File: src/rtl/bus_mon_pkg.sv
// Shared widths and the event record layout for the bus change monitor.
package bus_mon_pkg;
  localparam int DATA_W  = 16;
  localparam int STAMP_W = 32;
  localparam int DEPTH   = 8;

  typedef struct packed {
    logic [STAMP_W-1:0] stamp;
    logic [DATA_W-1:0]  data;
  } bus_event_t;
endpackage

File: src/rtl/bus_change_monitor_sync_fifo.sv
// Show-ahead synchronous FIFO; a push into a full FIFO is accepted only alongside a pop.
module sync_fifo #(
  parameter int W     = 48,
  parameter int DEPTH = 8,
  localparam int AW   = $clog2(DEPTH),
  localparam int CW   = AW + 1
) (
  input  logic          clk,
  input  logic          rst,
  input  logic          push,
  input  logic          pop,
  input  logic [W-1:0]  wdata,
  output logic [W-1:0]  rdata,
  output logic [CW-1:0] count,
  output logic          full,
  output logic          empty
);
  logic [W-1:0]  mem_q [DEPTH];
  logic [AW-1:0] wr_ptr_q, wr_ptr_d;
  logic [AW-1:0] rd_ptr_q, rd_ptr_d;
  logic [CW-1:0] count_q, count_d;
  logic          do_push, do_pop;

  assign full    = (count_q == CW'(DEPTH));
  assign empty   = (count_q == '0);
  assign do_pop  = pop && !empty;
  assign do_push = push && (!full || do_pop);
  assign count   = count_q;
  // Zero while empty so the head reads as a clean value after reset.
  assign rdata   = empty ? '0 : mem_q[rd_ptr_q];

  always_comb begin
    wr_ptr_d = wr_ptr_q;
    rd_ptr_d = rd_ptr_q;
    count_d  = count_q;
    if (do_push) wr_ptr_d = wr_ptr_q + AW'(1);
    if (do_pop)  rd_ptr_d = rd_ptr_q + AW'(1);
    case ({do_push, do_pop})
      2'b10:   count_d = count_q + CW'(1);
      2'b01:   count_d = count_q - CW'(1);
      default: count_d = count_q;
    endcase
  end

  always_ff @(posedge clk) begin
    if (rst) begin
      wr_ptr_q <= '0;
      rd_ptr_q <= '0;
      count_q  <= '0;
    end else begin
      wr_ptr_q <= wr_ptr_d;
      rd_ptr_q <= rd_ptr_d;
      count_q  <= count_d;
    end
  end

  always_ff @(posedge clk) begin
    if (do_push) mem_q[wr_ptr_q] <= wdata;
  end
endmodule

File: src/rtl/bus_change_monitor.sv
// Records every change of a sampled bus as a {cycle stamp, data} event in a FIFO.
module bus_change_monitor #(
  parameter int DATA_W  = bus_mon_pkg::DATA_W,
  parameter int STAMP_W = bus_mon_pkg::STAMP_W,
  parameter int DEPTH   = bus_mon_pkg::DEPTH,
  localparam int CW     = $clog2(DEPTH) + 1
) (
  input  logic               clk,
  input  logic               rst,
  input  logic               sample_en,
  input  logic [DATA_W-1:0]  bus_data,
  output logic               out_valid,
  input  logic               out_ready,
  output logic [DATA_W-1:0]  out_data,
  output logic [STAMP_W-1:0] out_stamp,
  output logic [CW-1:0]      count,
  output logic               overflow,
  input  logic               clr_overflow
);
  localparam int EW = STAMP_W + DATA_W;

  logic [STAMP_W-1:0] cyc_q, cyc_d;
  logic [DATA_W-1:0]  prev_q, prev_d;
  logic               primed_q, primed_d;
  logic               overflow_q, overflow_d;
  logic               is_event, pop, drop;
  logic               fifo_full, fifo_empty;
  logic [EW-1:0]      head;

  // Handshake: the head event transfers in any cycle where out_valid && out_ready;
  // while out_valid && !out_ready the head holds still; out_ready is ignored when
  // out_valid is low.
  assign out_valid = !fifo_empty;
  assign pop       = out_valid && out_ready;
  assign is_event  = sample_en && (!primed_q || (bus_data != prev_q));
  assign drop      = is_event && fifo_full && !pop;
  assign out_stamp = head[EW-1:DATA_W];
  assign out_data  = head[DATA_W-1:0];
  assign overflow  = overflow_q;

  always_comb begin
    cyc_d      = cyc_q + STAMP_W'(1);
    prev_d     = prev_q;
    primed_d   = primed_q;
    overflow_d = overflow_q;
    // prev tracks every enabled sample, dropped or not.
    if (sample_en) begin
      prev_d   = bus_data;
      primed_d = 1'b1;
    end
    if (drop)              overflow_d = 1'b1;
    else if (clr_overflow) overflow_d = 1'b0;
  end

  always_ff @(posedge clk) begin
    if (rst) begin
      cyc_q      <= '0;
      prev_q     <= '0;
      primed_q   <= 1'b0;
      overflow_q <= 1'b0;
    end else begin
      cyc_q      <= cyc_d;
      prev_q     <= prev_d;
      primed_q   <= primed_d;
      overflow_q <= overflow_d;
    end
  end

  sync_fifo #(.W(EW), .DEPTH(DEPTH)) u_fifo (
    .clk   (clk),
    .rst   (rst),
    .push  (is_event && !drop),
    .pop   (pop),
    .wdata ({cyc_q, bus_data}),
    .rdata (head),
    .count (count),
    .full  (fifo_full),
    .empty (fifo_empty)
  );
endmodule

File: config.mk
export PLATFORM = sky130hd
export DESIGN_NAME = bus_change_monitor
export DESIGN_NICKNAME = d
export VERILOG_FILES = /design/src/rtl/bus_mon_pkg.sv /design/src/rtl/bus_change_monitor_sync_fifo.sv /design/src/rtl/bus_change_monitor.sv
export SDC_FILE = /design/constraint.sdc
export NUM_CORES = 1
export LEC_CHECK = 0
export ABC_CLOCK_PERIOD_IN_PS = 19010
export CAP_MARGIN = 30
export CORE_ASPECT_RATIO = 1.2
export CORE_UTILIZATION = 33
export CTS_CLUSTER_SIZE = 12
export DETAILED_ROUTE_END_ITERATION = 8
export PLACE_DENSITY = 0.47
export SLEW_MARGIN = 40
export SYNTH_ARGS = -nofsm -noshare
export SYNTH_HDL_FRONTEND = slang
export SYNTH_HIERARCHICAL = 1
export SYNTH_SLANG_ARGS = --single-unit
File: constraint.sdc
create_clock -name clk -period 19.01 [get_ports clk]
set_input_delay 3.802 -clock clk [delete_from_list [all_inputs] [get_ports clk]]
set_output_delay 3.802 -clock clk [all_outputs]
set_load 0.02 [all_outputs]
==> run summary <==
The portion of the post-synthesis area used by sequential elements is 0.7299. The detailed-router iteration count before antenna repair came out at 4. The worst setup path is launched from a flop. TritonCTS built the clock tree. The height of the die is 254.5 µm. Walking the worst path, the cells encountered are buf_4 -> buf_6 -> mux4_2 -> mux2i_1 -> nor2_1 -> clkdlybuf4s50_1. Clock-pin slew was measured on the worst setup and hold paths at 0.06 ns.

The total number of H-tree levels is 2. For the final routed database, the setup TNS stands at 0 ns. The required time of the critical path came out at 15.21 ns. Leaving out fill and tap cells, the most frequent cell in the layout is edfxtp_1. The number of hold violations in the final report came out at 0.

The number of pins exceeding their max-slew limit in the final report is 0. The final worst-path setup slack is 11.07 ns. The number of failing setup endpoints in the final timing report came out at 0.

The power density over the cells came out at between 100 and 150 nW/µm². The routability congestion estimate is 0.6881. The aggregate global-route resource usage is 0.1423.

The standard cell with the maximum stage delay on the critical path is buf_4. STA puts the critical path data arrival time at ~4.1 ns. The number of remaining DRC errors came out at 0. Of the available clock period, the critical path in the final layout requires 0.4175.

The first global-routing pass estimated between 50 and 60 mm of wire. The maximum count of clock buffers along a single path came out at 3. In this design, the largest share of critical-path delay is due to buffers and inverters. The number of violations reported at the end of detailed-routing iteration 0 came out at 414.

After legalization and detailed placement, the total HPWL measured about 21 mm. The maximum number of pins on one net before global-route repair is 63. The final-layout fill cell count is slightly below 5000. The final core utilization is 0.3915. The library cells used most frequently in the layout, excluding fill and tap cells, are 384 x edfxtp_1, 112 x nor2_1, 96 x mux4_2, 73 x clkdlybuf4s50_1, 67 x mux2i_1. The hold buffer count at CTS is 0. The number of violations of the max-capacitance limit is 0. The worst hold path class is flop to flop.

The number of enable-type register cells in the synthesized netlist is roughly 380. The count of port buffers added during placement is 74. The number of nets in the layout is 1056. The critical-path maximum fanout came out at 42. The most used flip-flop cell after synthesis is edfxtp_1. The count of state elements after synthesis is 447. The floorplan step defined a die boundary enclosing 54040 µm².

In this run the remaining antenna-violating nets after routing total 0. Before CTS, the worst setup slack after placement is 11.35 ns. The fmax came out at between 100 and 150 MHz. The delay contributed by the slowest stage of the critical path is 0.69 ns. The number of buffers created by CTS came out at 46.

The number of vias per cell came out at 4.788. The analysis attributes to cell leakage a power of approximately 6.5 nW. Yosys printed 6 warnings. The tree built by TritonCTS fans out to 447 sinks.

The worst pin sits at a relative slew slack of 0.4654. The routed design has 37.36 mm of wire. The initial antenna violation count was 0. The fraction of final layout cells sized beyond drive strength 1 is 0.1848. The worst hold-check slack came out at 0.4685 ns.

The number of global-route vias before repair is 9077. The mean instance size in the synthesized netlist is 18.81 µm². The highest ir drop seen on vdd is 0.00005188 V. The post-synth net total came out at 959. The slew at the pin closest to its max-slew limit is 0.8019 ns. Setup repair after global routing left no endpoint under its margin. The clock reaches the later pin of the worst-skew pair after 0.56 ns. After floorplanning, the core was divided into 92 placement rows. The type of destination of the critical path is an output port.

The cell sitting at the root of the clock tree is a clkbuf_16. The clock skew after layout came out at 0.01856 ns. The run finished with clean final reports. The area of the core region is 52490 µm². Together, buffers and inverters on the worst path number 3.

Dividing the detail-routed wire length by the instance count gives 21.08 µm. The number of distinct library cells after synthesis came out at 47. The share of synthesized registers carrying an async set or reset came out at 0.

Relative to the synthesized area, the layout overhead comes to 17.26%. Counting tap cells, the placed design contains a total of 1686 instances. The count of instances resized after the clock tree is built came out at 0. The count of cells in the finished layout, fillers not included, comes to 1772. The number of I/O pins is 75. The worst setup path is of the flop to output port kind. The minimum clock period came out at 7.937 ns. Synthesis handed over a netlist of 932 instances. For this configuration, the core starts out at a cell density of 0.3339.

The setup fix buffers added after clock tree synthesis is 0. The total grt overflow came out at 0. The number of vias after detailed routing came out at 8484.

From left edge to right edge, the die measures 212.4 µm. The cell area after synthesis came out at 17530 µm².
==> registers in the layout, indices dropped and copies added (netlist names), named ones only <==
name	count
cyc_q	32
overflow	1
prev_q	16
primed_q	1
u_fifo/count	4
u_fifo/mem_q	384
u_fifo/rd_ptr_q	3
u_fifo/wr_ptr_q	3
==> metal layers <==
metal / part of all wire / vias up / global-route usage
li1: - / 3858 / -
met1: 0.44 / 4469 / 0.1828
met2: 0.52 / 106 / 0.2481
met3: 0.030 / 51 / 0.02352
met4: 0.017 / 0 / 0.03844
met5: 0 / - / 0
==> synthesized netlist by cell type (2+ instances only) <==
library cell,instances,share of area
edfxtp_1,384,0.66
o211ai_1,2,0.00086
clkbuf_1,19,0.0041
mux4_2,96,0.12
xnor2_1,19,0.0095
nand4_1,11,0.0039
a21oi_1,2,0.00057
nand2b_1,5,0.0018
xor2_1,34,0.017
nor2_1,116,0.025
nor4_1,3,0.0011
nand3_1,16,0.0046
dfxtp_1,63,0.072
ha_1,5,0.0036
nor2b_1,2,0.00071
mux2i_1,67,0.038
nor3_4,3,0.0028
and3_1,5,0.0018
buf_6,6,0.0039
buf_2,19,0.0054
nor3_1,5,0.0014
and4_1,5,0.0025
inv_1,4,0.00086
nand3b_1,2,0.00086
and2_1,4,0.0014
nand2_1,14,0.0030
==> power breakdown <==
| part | internal [mW] | leakage, nW | switching, mW |
|---|---|---|---|
| Clock | 0.485 | 0.669 | 0.359 |
| Sequential | 1.12 | 4.07 | 0.0361 |
| Combinational | 0.276 | 1.75 | 0.307 |
| Total | 1.88 | 6.49 | 0.702 |
==> final cells by class <==
class,instances,area [µm²],area share
Antenna cell,1,2.502,0.0001218
Multi-Input combinational cell,434,4529,0.2204
Inverter,5,18.77,0.0009132
Clock inverter,9,72.57,0.003531
Sequential cell,447,12800,0.6230
Timing Repair Buffer,95,928.4,0.04517
Clock buffer,76,1315,0.06398
Tap cell,705,882.1,0.04292
==> worst paths after layout <==
check / startpoint / end / slack, ns / cells after the start
worst max-delay path: flop / out_stamp[4] / 11.07 / 6
worst max register to register: u_fifo/count[0]$_SDFFE_PP0P_ / u_fifo/mem_q[4][30]$_DFFE_PP_ / 15.15 / 9
worst min register to register: primed_q$_SDFFE_PP0P_ / primed_q$_SDFFE_PP0P_ / 0.47 / 2
worst min-delay path: primed_q$_SDFFE_PP0P_ / primed_q$_SDFFE_PP0P_ / 0.47 / 2
==> logic make-up after synthesis <==
logic type	share of synthesized area
AOI/OAI and AO/OA	0.006497
xor gates and xnor gates	0.02649
adders and majority gates	0.004712
buffers and inverters	0.01513
DFF	0.7299
muxes	0.1616
and+or+nand+nor	0.05568
==> worst reg2reg max path: stages (launching register included) <==
cell and delay, ns:
dfxtp_1 0.56, nor4_4 0.08, buf_4 0.28, nor2b_1 0.53
nand2b_1 0.25, nand2_1 0.08, nor2_2 0.44, o211ai_1 0.45
nor3_2 0.24, buf_6 0.53
==> through the flow <==
| stage | total power, mW | area, µm² |
|---|---|---|
| finish | 2.580 | 20550 |
| detailed placement | 1.779 | 19160 |
| global placement | 1.775 | 19120 |
| global route | 2.696 | 20550 |
| floorplan | 1.554 | 17530 |
| CTS | 2.629 | 20550 |
Note: power is estimated with default switching activity, not from simulation.
